==> src/rtl/register_byte_unloader_pkg.sv <==
// Shared definitions for the byte-unloader family: the unloader FSM encoding
// and the data-bus byte width used by the bus-side modules.
package register_byte_unloader_pkg;

  localparam int BYTE_WIDTH = 8;

  typedef enum logic [1:0] {
    ST_IDLE = 2'd0,
    ST_SEND = 2'd1,
    ST_DONE = 2'd2
  } state_t;

endpackage

==> src/rtl/register_byte_unloader.sv <==
// Captures a wide register word on Start and emits it MSB byte first over a
// Valid/Ready byte stream. All state and outputs update on the falling clock edge.
module register_byte_unloader
  import register_byte_unloader_pkg::*;
#(
  parameter int DataWidth = 16,
  parameter int ByteWidth = BYTE_WIDTH
) (
  input  logic                 Clk,
  input  logic                 Reset,
  input  logic                 Start,
  input  logic [DataWidth-1:0] DIn,
  input  logic                 Ready,
  output logic                 Valid,
  output logic [ByteWidth-1:0] DOut,
  output logic                 Last,
  output logic                 Busy,
  output logic                 Done
);

  localparam int NumBytes  = DataWidth / ByteWidth;
  localparam int IdxWidth  = (NumBytes > 1) ? $clog2(NumBytes) : 1;
  localparam int BaseWidth = (DataWidth > 1) ? $clog2(DataWidth) : 1;

  if ((DataWidth % ByteWidth) != 0 || DataWidth < ByteWidth) begin : g_bad_width
    $error("register_byte_unloader: DataWidth must be a non-zero multiple of ByteWidth");
  end

  // Handshake: a byte transfers on a falling edge where Valid and Ready are
  // both high; DOut and Last are held unchanged while Valid is high and Ready low.

  state_t                r_state, w_state_next;
  logic [DataWidth-1:0]  r_shadow, w_shadow_next;
  logic [IdxWidth-1:0]   r_index, w_index_next;
  logic [ByteWidth-1:0]  r_dout, w_dout_next;
  logic                  r_valid, w_valid_next;
  logic                  r_last, w_last_next;
  logic                  r_busy, w_busy_next;
  logic                  r_done, w_done_next;

  logic [DataWidth-1:0]  w_sel_word;
  logic [IdxWidth-1:0]   w_sel_idx;
  logic [BaseWidth-1:0]  w_base;
  logic [ByteWidth-1:0]  w_sel_byte;
  logic                  w_sel_last;

  // The byte to present next: first byte of DIn when loading, otherwise the
  // following byte of the shadow copy.
  assign w_sel_word = (r_state == ST_IDLE) ? DIn : r_shadow;
  assign w_sel_idx  = (r_state == ST_IDLE || r_last) ? '0 : r_index + 1'b1;
  assign w_base     = BaseWidth'(DataWidth - 1)
                    - BaseWidth'(w_sel_idx) * BaseWidth'(ByteWidth);
  assign w_sel_byte = w_sel_word[w_base -: ByteWidth];
  assign w_sel_last = (w_sel_idx == IdxWidth'(NumBytes - 1));

  always_comb begin
    w_state_next  = r_state;
    w_shadow_next = r_shadow;
    w_index_next  = r_index;
    w_dout_next   = r_dout;
    w_valid_next  = r_valid;
    w_last_next   = r_last;
    w_busy_next   = r_busy;
    w_done_next   = 1'b0;
    case (r_state)
      ST_IDLE: begin
        if (Start) begin
          w_state_next  = ST_SEND;
          w_shadow_next = DIn;
          w_index_next  = '0;
          w_busy_next   = 1'b1;
          w_valid_next  = 1'b1;
          w_dout_next   = w_sel_byte;
          w_last_next   = w_sel_last;
        end
      end
      ST_SEND: begin
        if (r_valid && Ready) begin
          if (r_last) begin
            w_state_next = ST_DONE;
            w_valid_next = 1'b0;
            w_last_next  = 1'b0;
            w_done_next  = 1'b1;
          end else begin
            w_index_next = w_sel_idx;
            w_dout_next  = w_sel_byte;
            w_last_next  = w_sel_last;
          end
        end
      end
      ST_DONE: begin
        w_state_next = ST_IDLE;
        w_busy_next  = 1'b0;
      end
      default: begin
        w_state_next = ST_IDLE;
        w_valid_next = 1'b0;
        w_last_next  = 1'b0;
        w_busy_next  = 1'b0;
      end
    endcase
  end

  always_ff @(negedge Clk or posedge Reset) begin
    if (Reset) begin
      r_state  <= ST_IDLE;
      r_shadow <= '0;
      r_index  <= '0;
      r_dout   <= '0;
      r_valid  <= 1'b0;
      r_last   <= 1'b0;
      r_busy   <= 1'b0;
      r_done   <= 1'b0;
    end else begin
      r_state  <= w_state_next;
      r_shadow <= w_shadow_next;
      r_index  <= w_index_next;
      r_dout   <= w_dout_next;
      r_valid  <= w_valid_next;
      r_last   <= w_last_next;
      r_busy   <= w_busy_next;
      r_done   <= w_done_next;
    end
  end

  assign Valid = r_valid;
  assign DOut  = r_dout;
  assign Last  = r_last;
  assign Busy  = r_busy;
  assign Done  = r_done;

endmodule

==> config.mk <==
export PLATFORM = sky130hd
export DESIGN_NAME = register_byte_unloader
export DESIGN_NICKNAME = d
export VERILOG_FILES = /design/src/rtl/register_byte_unloader_pkg.sv /design/src/rtl/register_byte_unloader.sv
export SDC_FILE = /design/constraint.sdc
export NUM_CORES = 1
export LEC_CHECK = 0
export CELL_PAD_IN_SITES_DETAIL_PLACEMENT = 0
export CELL_PAD_IN_SITES_GLOBAL_PLACEMENT = 1
export CORE_AREA = 2 2 65 67
export DETAILED_ROUTE_END_ITERATION = 8
export DIE_AREA = 0 0 67 69
export GPL_TIMING_DRIVEN = 0
export PLACE_DENSITY = 0.72
export SLEW_MARGIN = 40
export SYNTH_ARGS = -nofsm -noshare
export SYNTH_HDL_FRONTEND = slang
export SYNTH_SLANG_ARGS = --single-unit
==> constraint.sdc <==
create_clock -name Clk -period 2 [get_ports Clk]
set_clock_uncertainty 0.15 [all_clocks]
set_input_delay 0.4 -clock Clk [delete_from_list [all_inputs] [get_ports Clk]]
set_output_delay 0.4 -clock Clk [all_outputs]
set_load 0.1 [all_outputs]
# Word-level counts from Yosys, hierarchy flattened
# Cells that the tools add are included.
classes:
  n_addsub: 2
  eq_ne: 6
  shift: 1
  mux: 26
  n_bitwise: 2
  reduce_logical: 10
op_table:
  columns: ["op", "n"]
  rows:
  - ["$mux 8", 3]
  - ["$shiftx 23x5->8", 1]
  - ["$mux 16", 1]
  - ["$pmux 8 s2", 1]
  - ["$mux 1", 13]
  - ["$ne 2x2->1 const B", 4]
  - ["$reduce_and 4->1", 2]
  - ["$mux 2", 3]
  - ["$pmux 1 s3", 2]
  - ["$reduce_and 3->1", 2]
  - ["$pmux 1 s2", 2]
  - ["$pmux 2 s2", 1]
  - ["$reduce_and 2->1", 2]
  - ["$sub 4x4->4 const A", 1]
  - ["$eq 2x1->1 const B", 1]
  - ["$eq 2x2->1 const B", 1]
  - ["$logic_not 2->1", 1]
  - ["$not 1->1", 2]
  - ["$reduce_bool 2->1", 1]
  - ["$add 1x1->1 const B", 1]
  - ["$logic_and 1x1->1", 1]
  - ["$logic_or 1x1->1", 1]
word_totals:
  reg_bits: 31
  output_inout_bits: 12

# Longest topological paths before layout
depth:
  depth_word: 8
  ltp_mapped: 6

==> reports/results.env <==
RUN_STATUS='finished with violations'
VIOLATIONS='negative setup slack'
DRC_VIOLATION_TOTAL_AFTER_THE_FIRST_TRITONROUTE_ITERATION=49
SYNTHTOPCELLSBYAREA='sky130_fd_sc_hd__dfrtn_1, sky130_fd_sc_hd__mux2_2, sky130_fd_sc_hd__mux2_4'
DETAILED_PLACE_HPWL_MM=2.19
FINALWEIGHTEDCONGESTION=0.782
TOTAL_SWITCHING_POWER_W=0.00195
CLOCK_PATH_BUFFERS=2
FINALMAXSLEWVIOLATIONS=0
GRT_PASS1_VIAS=1203
FIN_AREA_UM2=2330
PORT_BUFFERS=31
GRT_SETUP_UNREPAIRED='true'
POWER.STATIC_LEAKAGE_nW=1.05
SEQPWRFRAC_PCT=26.5
TIMING.MAX_CAP.VIOLATIONS=0
CTS_HOLD_BUFFERS=0
FINAL_HOLD_VIOL_COUNT=0
VDD.IR_DROP.WORST_mV=0.995
GRT.BUSIEST_LAYER='met2'
INSERTED_CLOCK_BUFFERS=5
CTS_MAX_LEVEL=2
CP_NUM_CELLS=1
CTS_SINKS=31
CP.REQUIRED_NS=1.45
SYN-INSTANCE-COUNT=115
ROOT_BUFFER='sky130_fd_sc_hd__clkbuf_8'
FINAL-INSTANCE-COUNT-EXCL-FILL=221
CORE_REGION_AREA_UM2=3910
FINALWORSTSETUPSLACK_NS=-0.501
SYNTH_TOP_CELL_BY_AREA='sky130_fd_sc_hd__dfrtn_1'
CP_TOP_FAMILY='flip-flops'
INTERNAL-POWER_W=0.00252
WIRELENGTH_MM=3.62
DETAIL_ROUTE.WL_PER_CELL_UM=16.4
FINALNETCOUNT=190
NETLIST_TOP_CELLS_COUNT='sky130_fd_sc_hd__dfrtn_1, sky130_fd_sc_hd__mux2_2, sky130_fd_sc_hd__o21ai_0'
TIMING.CRITICAL_PATH.FROM_TYPE='flip-flop'
SYNTHDOMINANTCELLAREASHARE_PCT=51.8
SYNTH.YOSYS.SEQ_AREA_SHARE_PCT=51.8
FP.DIEW_UM=67
CTS_TREE='yes'
INITIAL_UTILIZATION_PCT=38.2
SYNTHXORXNORAREAFRAC_PCT=0
LARGEST_STAGE_DELAY_ON_THE_CRITICAL_PATH_NS=0.46
YS_TYPES=28
SLOWEST_STAGE_CELL_CP='sky130_fd_sc_hd__dfrtn_1'
SYNTH-SIMPLE-AREA-SHARE_PCT=10.1
AREA_GROWTH_SYN_TO_FIN_PCT=55.8
POWER.DENSITY_CELL_AREA_nW_PER_UM2=1920
GRT_PASS1_WL_MM=5.97
NUMBER_OF_ENABLE_FLIP_FLOP_CELLS_AFTER_SYNTHESIS=0
PWR-SHARE-COMB_PCT=62.8
ASYNCSETRESETFLOPFRACSYNTH_PCT=100
FINAL-SETUP-VIOL-COUNT=37
DIODES=0
SYNTH_TOP_FAMILY_BY_AREA='multiplexers'
DIEHEIGHT_UM=69
CP_MAX_FO=2
P_SW_SHARE_PCT=43.6
SYNTH_FLOP_CELL='sky130_fd_sc_hd__dfrtn_1'
ROUTE.VIAS.TOTAL=1133
DIE_AREA_UM2=4620
WORST_MAX_SLEW_PIN_SLEW_NS=0.696
GRT_START_MAX_NET_PINS=17
DP_CELLS=196
SYNTH_SEQ_CELLS=31
POWER_FRAC_CLOCK_PCT=10.7
DRT_PASS1_ITERATIONS=4
ANTENNA_FOUND_INITIAL=0
YOSYS.AREA_SHARE.ADDER_PCT=0
FF2FF_PATH_DEPTH=5
WORSTSETUPENDPOINTTYPE='primary output'
DRTANTENNAVIOLNETS=0
SLEW_HEADROOM_PCT=53.4
CRITPATHARRIVALTIME_NS=1.95
WORSTREG2REGSTART='r_state[1]'
MET2_TRACK_USAGE_GR_PCT=28.2
SETUP.WORST_PATH.CLASS='flip-flop to primary output'
TIMING.HOLD.WORST.CLASS='flip-flop to flip-flop'
TIMING.CRITICAL_PATH.TO='DOut[4]'
WORST_SETUP_HOLD_PATH_CLK_SLEW_NS=0.05
REGTOREGSETUPSLACK_NS=0.12
IO_PINS=32
CLK-INSERTION-DELAY-LATE_NS=0.29
REMAINING_DRC_ERRORS=0
PROPORTION_OF_SYNTHESIZED_AREA_IN_MUX_CELLS_PCT=26.3
LAYOUT-DRIVE-GT1-SHARE_PCT=46.2
SYNTH_NETS=135
CRIT_CHAIN='buf_12'
FP-ROW-COUNT=23
POST-SYNTH-TOP-COUNT-CELL='sky130_fd_sc_hd__dfrtn_1'
SYNTH-COMPOUND-AREA-SHARE_PCT=6.94
GRT_UTIL_ALL_LAYERS_PCT=17.5
SYNTH.CELL_AREA_UM2=1500
SYNTHESIS.YOSYS.WARNINGS=0
STARTPOINT_OF_THE_WORST_SETUP_TIMING_PATH='DOut[4]'
PLACE_AREA_UM2=1870
GRT_USE_MET1_PCT=22.5
CRIT-REG2REG-CAPTURE='DOut[5]'
SYN_AREA_PER_CELL_UM2=13.0
NUMBER_OF_BUFFERS_AND_INVERTERS_ON_THE_CRITICAL_PATH=1
VIAS_PER_CELL=5.13
GR-TOTAL-OVERFLOW=0
GROUTE.LAYER.MET3.USAGE_PCT=3.59
==> state kept, by name, indices dropped and copies added (netlist names) <==
name and count:
Done 1, r_state 2, Valid 1, DOut 8, r_index 1, Busy 1
Last 1, r_shadow 16
==> worst min-delay path by stage <==
stage               cells past startpoint  slack, ns          from      endpoint
finish                                  1       0.31  r_shadow[11]  r_shadow[11]
global route                            1       0.33  r_shadow[14]  r_shadow[14]
CTS                                     1       0.31  r_shadow[11]  r_shadow[11]
detailed placement                      1       0.27          Busy          Busy
global placement                        1       0.28          Busy          Busy
floorplan                               1       0.29  r_shadow[10]  r_shadow[10]
==> routing by layer <==
metal | vias to the layer above | wire length (um)
met4 | 0 | 72
met2 | 37 | 1780
li1 | 524 | -
met1 | 563 | 1580
met3 | 9 | 180
met5 | - | 0
==> area by class of cell <==
class                           count  area [um2]
Buffer                              5        48.8
Clock buffer                        5        68.8
Clock inverter                      3        15.0
Fill cell                         333        1580
Inverter                            3        15.0
Multi-Input combinational cell     75         732
Sequential cell                    31         776
Tap cell                           50        62.6
Timing Repair Buffer               48         606
Timing Repair inverter              1        7.51
==> placed cells by master (no fill, tap or decap), types with 2 or more instances in the layout <==
cell / n
sky130_fd_sc_hd__buf_12: 14
sky130_fd_sc_hd__buf_2: 2
sky130_fd_sc_hd__buf_4: 12
sky130_fd_sc_hd__buf_6: 5
sky130_fd_sc_hd__buf_8: 2
sky130_fd_sc_hd__clkbuf_8: 5
sky130_fd_sc_hd__clkdlybuf4s50_1: 9
sky130_fd_sc_hd__clkinv_2: 3
sky130_fd_sc_hd__clkinvlp_4: 2
sky130_fd_sc_hd__dfrtn_1: 31
sky130_fd_sc_hd__dlygate4sd2_1: 8
sky130_fd_sc_hd__mux2_4: 24
sky130_fd_sc_hd__mux2i_1: 8
sky130_fd_sc_hd__nand2_1: 4
sky130_fd_sc_hd__nand3_1: 9
sky130_fd_sc_hd__nor2_1: 2
sky130_fd_sc_hd__nor3_1: 2
sky130_fd_sc_hd__o21ai_0: 4
sky130_fd_sc_hd__o21ai_1: 7
==> what timing repair did <==
item	CTS	global route
setup endpoints to repair	74	39
resized for setup	85	6
buffers inserted	12	4
gates cloned	2	0
pin swaps	2	2
hold endpoints to repair	0	0
==> power by group through the flow <==
stage / Sequential (W) / Clock (W) / Combinational (W)
2_1_floorplan: 0.00191 / 0 / 0.00103
3_3_place_gp: 0.00112 / 0 / 0.00226
3_5_place_dp: 0.00114 / 0 / 0.00218
4_1_cts: 0.00118 / 0.000494 / 0.00277
5_1_grt: 0.00122 / 0.000526 / 0.00295
6_report: 0.00118 / 0.000478 / 0.00280
==> kinds of logic after synthesis <==
logic type | after synthesis
flip-flops | 31
AO/OA/AOI/OAI | 16
AND/OR/NAND/NOR | 26
buffers and inverters | 9
multiplexers | 33
==> per-stage QoR <==
step	hold slack (ns)	util (%)	total power [W]	setup WS [ns]	setup TNS (ns)
6_report	0.309	59.6	0.00447	-0.501	-9.93
5_1_grt	0.328	59.6	0.00469	-0.528	-10.65
4_1_cts	0.310	58.7	0.00445	-0.511	-10.98
3_5_place_dp	0.274	47.9	0.00332	-1.20	-45.75
3_3_place_gp	0.276	49.4	0.00338	-1.19	-52.97
2_1_floorplan	0.291	-	0.00294	-0.572	-16.30
(Power assumes the default switching activity.)
